$ cat src/rtl/excp_arb.sv
// Commit-side exception arbiter: ranks the causes of a retiring instruction and sends one csr_bus pulse to the CSR file.
// Latency: transfer edge -> csr_bus for 1 cycle -> redirect_valid the cycle after, if the CSR file jumps.
// Backpressure: in_ready is low outside IDLE; flush and redirect are held until fetch takes the redirect.
module excp_arb #(
  parameter int CSR_BUS_WD = 82
) (
  input  logic                  i_clk,
  input  logic                  i_rst_n,
  input  logic                  i_in_valid,
  output logic                  o_in_ready,
  input  logic [31:0]           i_in_pc,
  input  logic [4:0]            i_in_flags,   // {adef, ine, sys, brk, ale}
  input  logic [31:0]           i_in_badv,
  input  logic                  i_in_ertn,
  input  logic                  i_have_intrpt,
  output logic [CSR_BUS_WD-1:0] o_csr_bus,
  input  logic                  i_excp_jump,
  input  logic [31:0]           i_excp_pc,
  output logic                  o_flush,
  output logic                  o_redirect_valid,
  output logic [31:0]           o_redirect_pc,
  input  logic                  i_redirect_ready
);

  typedef enum logic [1:0] {
    IDLE     = 2'd0,
    ISSUE    = 2'd1,
    REDIRECT = 2'd2
  } state_t;

  state_t      r_state;
  state_t      w_next;

  // r_live holds in_ready low until the first edge after reset is released
  logic        r_live;
  logic        r_int_pend;
  logic        r_is_etrn;
  logic        r_in_excp;
  logic [5:0]  r_ecode;
  logic [31:0] r_era;
  logic        r_use_badv;
  logic [31:0] r_badv;
  logic [31:0] r_redirect_pc;

  logic        w_xfer;
  logic        w_int;
  logic        w_any;
  logic [5:0]  w_ecode;
  logic        w_use_badv;

  assign w_xfer = i_in_valid & o_in_ready;
  assign w_int  = r_int_pend | i_have_intrpt;
  assign w_any  = w_int | (|i_in_flags);

  // Fixed-priority cause selection: INT > ADEF > INE > SYS > BRK > ALE
  always_comb begin
    w_ecode    = 6'h00;
    w_use_badv = 1'b0;
    if (w_int) begin
      w_ecode = 6'h00;
    end else if (i_in_flags[4]) begin
      w_ecode    = 6'h08;
      w_use_badv = 1'b1;
    end else if (i_in_flags[3]) begin
      w_ecode = 6'h0D;
    end else if (i_in_flags[2]) begin
      w_ecode = 6'h0B;
    end else if (i_in_flags[1]) begin
      w_ecode = 6'h0C;
    end else if (i_in_flags[0]) begin
      w_ecode    = 6'h09;
      w_use_badv = 1'b1;
    end
  end

  // State register
  always_ff @(posedge i_clk or negedge i_rst_n) begin
    if (!i_rst_n) r_state <= IDLE;
    else          r_state <= w_next;
  end

  // Next-state logic; a clean retire with no interrupt leaves the FSM in IDLE
  always_comb begin
    w_next = r_state;
    case (r_state)
      IDLE:     if (w_xfer && (w_any || i_in_ertn)) w_next = ISSUE;
      ISSUE:    w_next = i_excp_jump ? REDIRECT : IDLE;
      REDIRECT: if (i_redirect_ready) w_next = IDLE;
      default:  w_next = IDLE;
    endcase
  end

  // Outputs decoded from state; csr_bus is only non-zero in ISSUE
  always_comb begin
    o_in_ready       = (r_state == IDLE) && r_live;
    o_flush          = (r_state == ISSUE) || (r_state == REDIRECT);
    o_redirect_valid = (r_state == REDIRECT);
    o_csr_bus        = '0;
    if (r_state == ISSUE)
      o_csr_bus = {r_is_etrn, r_in_excp, r_ecode, 9'd0, r_era, r_use_badv, r_badv};
  end

  assign o_redirect_pc = r_redirect_pc;

  // Cause fields, sticky interrupt and redirect target
  always_ff @(posedge i_clk or negedge i_rst_n) begin
    if (!i_rst_n) begin
      r_live        <= 1'b0;
      r_int_pend    <= 1'b0;
      r_is_etrn     <= 1'b0;
      r_in_excp     <= 1'b0;
      r_ecode       <= 6'h00;
      r_era         <= 32'd0;
      r_use_badv    <= 1'b0;
      r_badv        <= 32'd0;
      r_redirect_pc <= 32'd0;
    end else begin
      r_live <= 1'b1;
      // An interrupt rides on the next transferred instruction, which consumes it
      if (w_xfer && w_int) r_int_pend <= 1'b0;
      else                 r_int_pend <= r_int_pend | i_have_intrpt;
      if (w_xfer && w_any) begin
        r_is_etrn  <= 1'b0;
        r_in_excp  <= 1'b1;
        r_ecode    <= w_ecode;
        r_era      <= i_in_pc;
        r_use_badv <= w_use_badv;
        r_badv     <= w_use_badv ? i_in_badv : 32'd0;
      end else if (w_xfer && i_in_ertn) begin
        r_is_etrn  <= 1'b1;
        r_in_excp  <= 1'b0;
        r_ecode    <= 6'h00;
        r_era      <= i_in_pc;
        r_use_badv <= 1'b0;
        r_badv     <= 32'd0;
      end
      if (r_state == ISSUE && i_excp_jump) r_redirect_pc <= i_excp_pc;
    end
  end

endmodule

$ cat config.mk
export PLATFORM = sky130hd
export DESIGN_NAME = excp_arb
export DESIGN_NICKNAME = d
export VERILOG_FILES = /design/src/rtl/excp_arb.sv
export SDC_FILE = /design/constraint.sdc
export NUM_CORES = 1
export LEC_CHECK = 0
export ABC_CLOCK_PERIOD_IN_PS = 1790
export BUFFER_PORTS_ARGS = -buffer_cell sky130_fd_sc_hd__buf_4
export CAP_MARGIN = 25
export CORE_MARGIN = 8
export CORE_UTILIZATION = 42
export CTS_CLUSTER_SIZE = 40
export DETAILED_ROUTE_END_ITERATION = 16
export GPL_TIMING_DRIVEN = 0
export PLACE_DENSITY = 0.81
export SLEW_MARGIN = 10
export SYNTH_ARGS = -nofsm -noshare
export SYNTH_HDL_FRONTEND = slang
export SYNTH_SLANG_ARGS = --single-unit
$ cat constraint.sdc
create_clock -name i_clk -period 1.79 [get_ports i_clk]
set_input_delay 0.2685 -clock i_clk [delete_from_list [all_inputs] [get_ports i_clk]]
set_output_delay 0.2685 -clock i_clk [all_outputs]
set_load 0.05 [all_outputs]
# After elaboration in Yosys (flattened, before gate mapping)
# Index checks and enable logic that the tools add are counted.
[totals]
inputBits = 108
reg_bits = 109
elab_cells = 59
[op_classes]
reduce_logical = 12
n_mux = 30
n_eq_ne = 4
bitwise = 3
[op_table]
columns = ["operator", "count"]
rows = [
  ["32-bit two-way mux", 5],
  ["82-bit two-way mux", 1],
  ["4-bit two-way mux", 5],
  ["6-bit two-way mux", 3],
  ["1-bit two-way mux", 12],
  ["1-bit logical AND", 6],
  ["2-bit two-way mux", 3],
  ["2-bit one-hot mux with 3 select lines", 1],
  ["5-bit OR reduction", 1],
  ["2-bit by 1-bit == test with 1-bit output (second input constant)", 1],
  ["2-bit == test (second input constant)", 1],
  ["2-bit zero test", 1],
  ["1-bit logical OR", 2],
  ["2-bit by 1-bit inequality test with 1-bit output (second input constant)", 1],
  ["2-bit inequality test (second input constant)", 1],
  ["1-bit OR", 2],
  ["2-bit AND reduction", 1],
  ["2-bit nonzero test", 1],
  ["1-bit AND", 1],
]

# Longest topological paths before layout
# Gate-level depths: netlist (run 1).
[logic_depth]
depth_word = 8
depth_mapped = 8

# Worst setup path before layout (run 1)
# Ideal clock, no wire load.
[synth_path]
path_kind = "reg-to-reg"
startpoint = "reg r_state[0]"
endpoint = "reg r_state[0]"
synth_period_minus_slack_ns = 1.714
stages_incl_launch_ff = 8
setup_ns = 0.125
arrival_time_ns = 1.590
slack_ns = 0.076
path_cell_list = "dfrtp_1 -> inv_1 -> ha_1 -> nand3_1 -> a31o_1 -> buf_6 -> a21oi_2 -> mux2_2"
[synth_via]
elab_chain_cells = 6
elab_cells_between_ends = 10
[synth_rtl]
columns = ["element", "line", "rtl"]
rows = [
  ["start: declaration", "31", "state_t r_state;"],
  ["start signal: assignment", "79", "else r_state <= w_next;"],
  ["2-bit zero test", "85, 95", ""],
  ["1-bit logical AND", "95", "o_in_ready = (r_state == IDLE) && r_live;"],
  ["1-bit AND", "51", "assign w_xfer = i_in_valid & o_in_ready;"],
  ["1-bit logical AND", "86", "IDLE: if (w_xfer && (w_any || i_in_ertn)) w_next = ISSUE;"],
  ["2-bit inequality test (no line)", "n/a", ""],
  ["2-bit AND reduction (no line)", "n/a", ""],
]
# Parallel ways exist; a longest one is shown, timed or not.
# A chain may end at the register's enable or synchronous reset.

# Worst setup path after layout (run 1)
[layout_path]
startpoint = "reg r_state[1]"
endpoint = "out o_csr_bus[21]"
[layout_via]
elab_chain_cells = 2
[layout_rtl]
columns = ["element", "line", "rtl"]
rows = [
  ["2-bit by 1-bit == test with 1-bit output", "99", "if (r_state == ISSUE)"],
  ["82-bit two-way mux", "99", ""],
  ["end: declaration", "16", "output logic [CSR_BUS_WD-1:0] o_csr_bus,"],
]
# No other way between the ends.

==> summary.md, run 1 <==
| Metric | Value |
|---|---|
| Outcome | `complete, but fails checks` |
| Area leader, netlist | `dfrtp_1` |
| Die Ht | `121 µm` |
| Failing checks | `setup timing` |
| Final worst setup slack | `-0.0676 ns` |
| Clk_skew | `0.00854 ns` |
| Hold Crit Class | `input pin to register` |
| Power per standard cell area | `1780 mW/mm²` |
| Routability cong. | `0.761` |
| Cell depth of the worst setup path | `6` |
| Main synth FF type | `dfrtp_1` |
| CTS tree | `built` |
| Post-synthesis cell area | `0.00462 mm²` |
| Static leakage | `3.76 nW` |
| Final Hold Viols | `0` |
| Number of max-cap violations | `0` |
| Final core utilization | `70.3%` |
| IO Port Bufs | `213` |
| Synth warn | `0` |
| Clock sink total | `107` |
| Post-route ant nets | `0` |
| Die area | `0.0146 mm²` |
| Async S/R FF share, synth | `100%` |
| CTS max path bufs | `2` |
| CP Cell Sequence | `inv_2, ha_4, buf_12, buf_8, and2_1, buf_6` |
| Crit path required time | `1.52 ns` |
| Hold path start | `i_in_badv[26]` |
| Yosys reg bits | `107` |
| Vias in the first global route | `4113` |
| Antenna diodes | `0` |
| FF-to-FF Start | `r_state[1]$_DFFE_PN0P_` |
| Number of placed I/O pins | `225` |
| Via density | `4.93` |
| Cell count after synthesis | `350` |
| Buf/Inv on CP | `4` |
| Final Max Slew Viols | `0` |
| RSZ-0062 raised after global routing | `yes` |
| First-pass GRT wire length | `22.3 mm` |
| Peak supply drop | `1880 µV` |
| HPWL Detailed | `10.6 mm` |
| Slowest stage delay, CP | `0.41 ns` |
| Syn avg cell area | `13.2 µm²` |
| Critical Path AT | `1.59 ns` |
| Sequential share of the synthesized area | `58.0%` |
| Via count | `3655` |
| H-tree Lvls | `3` |
| GRT Residual Overflow | `0` |
| Total CTS buffers | `9` |
| Hold Crit Depth | `2` |
| Synth-to-Final Area Change | `64.4%` |
| Startpoint types | `register` |
| First-pass detailed-route iteration total | `4` |
| GRT Util Overall | `19.5%` |
| CP endpoint kind | `output port` |
| CP max stage cell | `dfrtp_1` |
| Critical Path Start | `r_state[1]$_DFFE_PN0P_` |
| Number of synthesized flops with an enable pin | `0` |
| Fmax | `0.538 GHz` |
| Clock period minus final worst setup slack | `1.86 ns` |
| Clock transition at the registers of the reported paths | `0.10 ns` |
| Fin Setup TNS | `-3.72 ns` |
| Final setup violation count | `93` |
| Synth top area cells | `dfrtp_1, mux2_2, and2_1` |
| CP max FO | `10` |
| Worst skew pair latency | `0.36 ns` |
| Reg2reg path depth | `8` |
| Final net count | `712` |
| Worst path top cell family by delay | `buffers and inverters` |
| Antenna violations before repair | `0` |
| Top-count cell post-synth | `dfrtp_1` |
| Initial Util | `42.8%` |
| DR WL/cell | `20.0 µm` |
| Worst Path Class, Setup | `register to output port` |
| Fin crit share | `104%` |
| Top cell type's share of synthesized area | `58.0%` |
| Most frequent cells after synthesis | `dfrtp_1, and2_1, mux2_2, a22o_1, buf_4` |
| Post-synth cell types | `26` |
| Place WS | `-0.285 ns` |
| Die span in x | `121 µm` |
| WL final | `14.8 mm` |
| Share of layout cells above drive strength 1 | `66.6%` |
| CORE AREA | `0.0108 mm²` |
| # DRC | `0` |
| Clock root buffer | `clkbuf_8` |
| Row count | `38` |
| Largest net degree at the start of global routing | `108` |
| Detailed router's first-iteration violation count | `155` |
-- power by group --
part	leakage (nW)	internal (mW)	switching, mW
Sequential	1.34	3.31	0.511
Combinational	2.35	3.67	4.72
Clock	0.0799	0.518	0.774
-- layer usage --
| layer | share of wire (%) | track usage (%) |
|---|---|---|
| met1 | 36 | 20.7 |
| met2 | 51 | 33.2 |
| met3 | 11 | 9.12 |
| met4 | 1.5 | 7.26 |
| met5 | 0 | 0 |
-- kinds of logic (layout without fill, tap and decap cells) --
logic type | count (synthesis) | count (layout) | share of synthesized area [%]
DFF | 107 | 107 | 58.0
and+or+nand+nor | 87 | 87 | 11.3
muxes | 66 | 66 | 16.1
AOI/OAI and AO/OA | 46 | 46 | 8.16
buffers and inverters | 38 | 280 | 5.26
adders and majority gates | 4 | 4 | 1.08
other | 2 | 12 | 0.163
-- registers in the layout, summed over array words and instances (netlist names) --
signal / count
r_live: 1
r_is_etrn: 1
r_ecode: 4
r_badv: 32
r_state: 2
r_int_pend: 1
r_in_excp: 1
r_use_badv: 1
r_era: 32
o_redirect_pc: 32
-- through the flow --
step / total power [mW] / hold WS (ns) / cell area (µm²) / cells
final: 13.5 / 0.115 / 7590 / 742
after global routing: 14.1 / 0.108 / 7590 / 742
after CTS: 13.3 / 0.0567 / 7370 / 736
after detailed placement: 10.5 / 0.462 / 6430 / 713
after global placement: 10.3 / 0.450 / 6430 / 713
after floorplan: 8.31 / -0.0271 / 4660 / 360
-- worst register-to-register path: stages (launching register included) --
cell       delay [ns]
dfrtp_1          0.41
inv_2            0.09
buf_4            0.12
ha_4             0.15
nand3_4          0.08
a31o_1           0.20
buf_6            0.15
bufbuf_16        0.27
mux2_2           0.26
-- cell usage in the layout, fill, tap and decap left out, types with 12 or more instances in the layout --
cell / instances
buf_8: 56
buf_6: 33
mux2_2: 65
a22o_1: 34
conb_1: 12
and2_4: 52
dfrtp_1: 107
and2_1: 21
clkbuf_8: 12
buf_4: 163
-- final timing paths --
kind | slack, ns | endpoint
worst max-delay path | -0.07 | o_csr_bus[21]
worst min-delay path | 0.12 | r_badv[26]$_DFFE_PN0P_
worst max register to register | -0.04 | r_era[1]$_DFFE_PN0P_
worst min register to register | 0.49 | r_use_badv$_DFFE_PN0P_
max in group asynchronous | 0.74 | r_badv[3]$_DFFE_PN0P_
min in group asynchronous | 0.42 | o_redirect_pc[26]$_DFFE_PN0P_
-- area by class of cell --
type	instances	area (µm²)
fillers	720	3200
flip-flops and latches	107	2680
repair buffers	229	2260
multi-input cells	215	1920
plain buffers	33	385
well taps	140	175
clock buffers	10	138
inverters	5	18.8
clock inverters	3	17.5
-- timing repair --
item / in CTS / in global routing
cloned: 4 / 2
setup buffers: 6 / 2
hold buffers: 0 / 1
endpoints found under the hold margin: 0 / 52
setup endpoints to repair: 148 / 142
pin swaps: 1 / 4
resized for setup: 189 / 53
Note: power is estimated with default switching activity, not from simulation.
==> run 2, diff against run 1 <==
--- a/config.mk
+++ b/config.mk
@@ -5,15 +5,18 @@
 export SDC_FILE = /design/constraint.sdc
 export NUM_CORES = 1
 export LEC_CHECK = 0
-export ABC_CLOCK_PERIOD_IN_PS = 1790
+export ABC_AREA = 1
+export ABC_CLOCK_PERIOD_IN_PS = 2300
 export BUFFER_PORTS_ARGS = -buffer_cell sky130_fd_sc_hd__buf_4
 export CAP_MARGIN = 25
+export CELL_PAD_IN_SITES_DETAIL_PLACEMENT = 2
+export CELL_PAD_IN_SITES_GLOBAL_PLACEMENT = 2
 export CORE_MARGIN = 8
-export CORE_UTILIZATION = 42
+export CORE_UTILIZATION = 27
 export CTS_CLUSTER_SIZE = 40
 export DETAILED_ROUTE_END_ITERATION = 16
 export GPL_TIMING_DRIVEN = 0
-export PLACE_DENSITY = 0.81
+export PLACE_DENSITY = 0.89
 export SLEW_MARGIN = 10
 export SYNTH_ARGS = -nofsm -noshare
 export SYNTH_HDL_FRONTEND = slang
==> constraint.sdc (replaced) <==
create_clock -name i_clk -period 2.3 [get_ports i_clk]
set_input_delay 0.345 -clock i_clk [delete_from_list [all_inputs] [get_ports i_clk]]
set_output_delay 0.345 -clock i_clk [all_outputs]
set_load 0.05 [all_outputs]
==> run 2 against run 1 <==
Net effect: the run now ends clean; non-clock buffer count rose by 2; clock power is 33% higher; critical path depth rose by 1; hold slack gained 0.069 ns; critical path type unchanged; critical endpoint is now o_csr_bus[8]; largest cell class unchanged; largest power group unchanged; highest routed layer unchanged.
==> summary.md, run 2 <==
| Metric | Value |
|---|---|
| Outcome | `finished clean` |
| Synth Area in Compound Gates | `0.997% (-7.2 points)` |
| Clock sink total | `107 (unchanged)` |
| Async S/R FF share, synth | `100% (unchanged)` |
| Power per standard cell area | `1340 mW/mm² (-25%)` |
| WL final | `19.4 mm (+31%)` |
| CTS max path bufs | `2 (unchanged)` |
| Final Max Slew Viols | `0 (unchanged)` |
| GRT Util Overall | `17.1% (-2.4 points)` |
| Number of max-cap violations | `0 (unchanged)` |
| Startpoint types | `register` |
| Die Ht | `152 µm (+26%)` |
| Clock root buffer | `clkbuf_16` |
| HPWL Detailed | `15.2 mm (+44%)` |
| GRT Residual Overflow | `0 (unchanged)` |
| Hold Crit Class | `input pin to register` |
| Post-synth cell types | `24 (-7.7%)` |
| Area leader, netlist | `dfrtp_1` |
| Final worst setup slack | `0.144 ns (+0.212 ns)` |
| Sequential share of the synthesized area | `53.3% (-4.7 points)` |
| CTS tree | `built` |
| Critical Path Sink | `o_csr_bus[8]` |
| CP Cell Sequence | `inv_1, ha_1, buf_4, clkbuf_4, nand2_1, inv_1, buf_4` |
| Number of placed I/O pins | `225 (unchanged)` |
| Post-Synth Simple-Gate Area | `32.5% (+21 points)` |
| Critical Path AT | `1.81 ns (+0.22 ns)` |
| CP endpoint kind | `output port` |
| Worst Path Class, Setup | `register to output port` |
| Crit path required time | `1.96 ns (+0.44 ns)` |
| FF-to-FF Start | `r_state[0]$_DFFE_PN0P_` |
| Yosys reg bits | `107 (unchanged)` |
| Total CTS buffers | `9 (unchanged)` |
| DR WL/cell | `17.3 µm (-13%)` |
| CP max stage cell | `dfrtp_1` |
| CORE AREA | `0.0185 mm² (+71%)` |
| Initial Util | `27.2% (-16 points)` |
| Final Hold Viols | `0 (unchanged)` |
| Via density | `4.50 (-8.6%)` |
| Most frequent cells after synthesis | `nand2_1, dfrtp_1, nand3_1, inv_1, buf_4` |
| Synth top area cells | `dfrtp_1, nand2_1, nand3_1` |
| Buf/Inv on CP | `5 (+1)` |
| Reg-to-reg endpoint | `r_badv[11]$_DFFE_PN0P_` |
| Final setup violation count | `0 (-100%)` |
| Routability cong. | `0.729 (-4.3%)` |
| Syn avg cell area | `7.76 µm² (-41%)` |
| Post-synthesis cell area | `0.00502 mm² (+8.8%)` |
| Final net count | `995 (+40%)` |
| IO Port Bufs | `213 (unchanged)` |
| Number of synthesized flops with an enable pin | `0 (unchanged)` |
| Clock period minus final worst setup slack | `2.16 ns` |
| Synth Area in Adders | `0.997% (-0.087 points)` |
| Via count | `5051 (+38%)` |
| Worst-Margin Slew | `0.533 ns` |
| Critical Path Start | `r_state[1]$_DFFE_PN0P_` |
| Antenna diodes | `0 (unchanged)` |
| Clock transition at the registers of the reported paths | `0.08 ns (-0.02 ns)` |
| Most common cell after layout, fill and taps aside | `nand2_1` |
| Reg2reg path depth | `8 (unchanged)` |
| Die area | `0.0232 mm² (+59%)` |
| Top cell type's share of synthesized area | `53.3% (-4.7 points)` |
| H-tree Lvls | `3 (unchanged)` |
| Clk_skew | `0.00766 ns (-0.000885 ns)` |
| Most frequent cells in the layout | `nand2_1, buf_4, dfrtp_1` |
| Main synth FF type | `dfrtp_1` |
| RSZ-0062 raised after global routing | `no` |
| # DRC | `0 (unchanged)` |
| Slew headroom | `64.5%` |
| Post-synthesis mux area share | `0% (-16 points)` |
| Fmax | `0.464 GHz` |
| Vias in the first global route | `5834 (+42%)` |
| Static leakage | `4.59 nW (+22%)` |
| First-pass detailed-route iteration total | `4 (unchanged)` |
| Die span in x | `152 µm (+26%)` |
| Slowest stage delay, CP | `0.41 ns (about the same)` |
| Top-count cell post-synth | `nand2_1` |
| Final core utilization | `39.8% (-31 points)` |
| Largest family of logic cells by synthesized area | `simple AND/OR/NAND/NOR gates` |
| CP max FO | `10 (unchanged)` |
| Share of layout cells above drive strength 1 | `31.1% (-36 points)` |
| Post-Synth XOR/XNOR Area | `0% (unchanged)` |
| Antenna violations before repair | `0 (unchanged)` |
| Peak supply drop | `574 µV (-69%)` |
| First-pass GRT wire length | `32.0 mm (+44%)` |
| Post-route ant nets | `0 (unchanged)` |
| Synth-to-Final Area Change | `46.2%` |
| Row count | `50 (+32%)` |
| Detailed router's first-iteration violation count | `132 (-15%)` |
| Synth warn | `0 (unchanged)` |
| Worst path top cell family by delay | `buffers and inverters` |
| Cell depth of the worst setup path | `7 (+1)` |
| Fin crit share | `93.7%` |
| Cell count after synthesis | `647 (+85%)` |
| Place WS | `0.0744 ns (+0.359 ns)` |
| Fin Setup TNS | `0 ns (+3.72 ns)` |
| Worst skew pair latency | `0.35 ns (about the same)` |
| Largest net degree at the start of global routing | `57 (-47%)` |
| Flop2flop setup slack | `0.32 ns (+0.36 ns)` |
run 2: per-stage QoR:
step	instances	hold slack (ns)	area, µm²	total power, mW
floorplan	657	0.0494	5060	6.35
global placement	1104	0.463	6950	8.00
detailed placement	1105	0.339	6980	8.20
CTS	1122	0.169	7340	10.0
global route	1122	0.187	7340	10.5
finish	1122	0.184	7340	9.85
run 2: report_power, final:
part	leakage (nW)	switching, mW	internal [mW]	total, mW
registers	1.38	0.372	2.53	2.90
logic	3.06	3.72	1.53	5.24
clock network	0.153	0.747	0.959	1.71
total	4.59	4.83	5.01	9.85
run 2: final cells by class:
cell class              count  area [µm²]
plain buffers              49         319
clock buffers              10         229
clock inverters             6        90.1
fillers                  2177       11100
inverters                  84         315
multi-input cells         417        1780
flip-flops and latches    107        2680
well taps                 234         293
repair buffers            215        1640
run 2: layer usage:
metal  track usage [%]  vias up  share of wire (%)
met2              31.0      141                 52
met4              5.85        0                2.1
met1              18.9     2492                 40
li1                  -     2397                  -
met5                 0        -                  0
met3              4.96       21                6.4
run 2: worst min path at each step:
stage | start | end | slack (ns) | depth (start not counted)
4_1_cts | i_excp_pc[11] | o_redirect_pc[11]$_DFFE_PN0P_ | 0.17 | 3
2_1_floorplan | i_rst_n | o_redirect_pc[0]$_DFFE_PN0P_ | 0.05 | 0
3_3_place_gp | o_redirect_pc[25]$_DFFE_PN0P_ | o_redirect_pc[25]$_DFFE_PN0P_ | 0.46 | 2
5_1_grt | i_excp_pc[19] | o_redirect_pc[19]$_DFFE_PN0P_ | 0.19 | 3
3_5_place_dp | i_rst_n | r_badv[16]$_DFFE_PN0P_ | 0.34 | 1
6_report | i_excp_pc[22] | o_redirect_pc[22]$_DFFE_PN0P_ | 0.18 | 3
run 2: repair_timing:
action / CTS / global route
setup endpoints to repair: 70 / 20
setup buffers: 0 / 0
pin swaps: 0 / 0
resized for setup: 14 / 6
hold endpoints to repair: 51 / 0
hold buffers: 1 / 0
run 2: cell families after synthesis:
| logic type | count (synthesis) |
|---|---|
| flip-flops | 107 |
| AND/OR/NAND/NOR | 393 |
| buffers and inverters | 133 |
| other | 2 |
| AO/OA/AOI/OAI | 8 |
| adder cells (fa/ha/maj) | 4 |
run 2: worst reg2reg max path: stages, from the launching register on:
cell,delay [ns]
dfrtp_1,0.40
inv_1,0.10
ha_1,0.22
nand2_1,0.14
nor2_4,0.07
nand2_2,0.26
buf_1,0.47
nand3_1,0.17
nand2_1,0.10
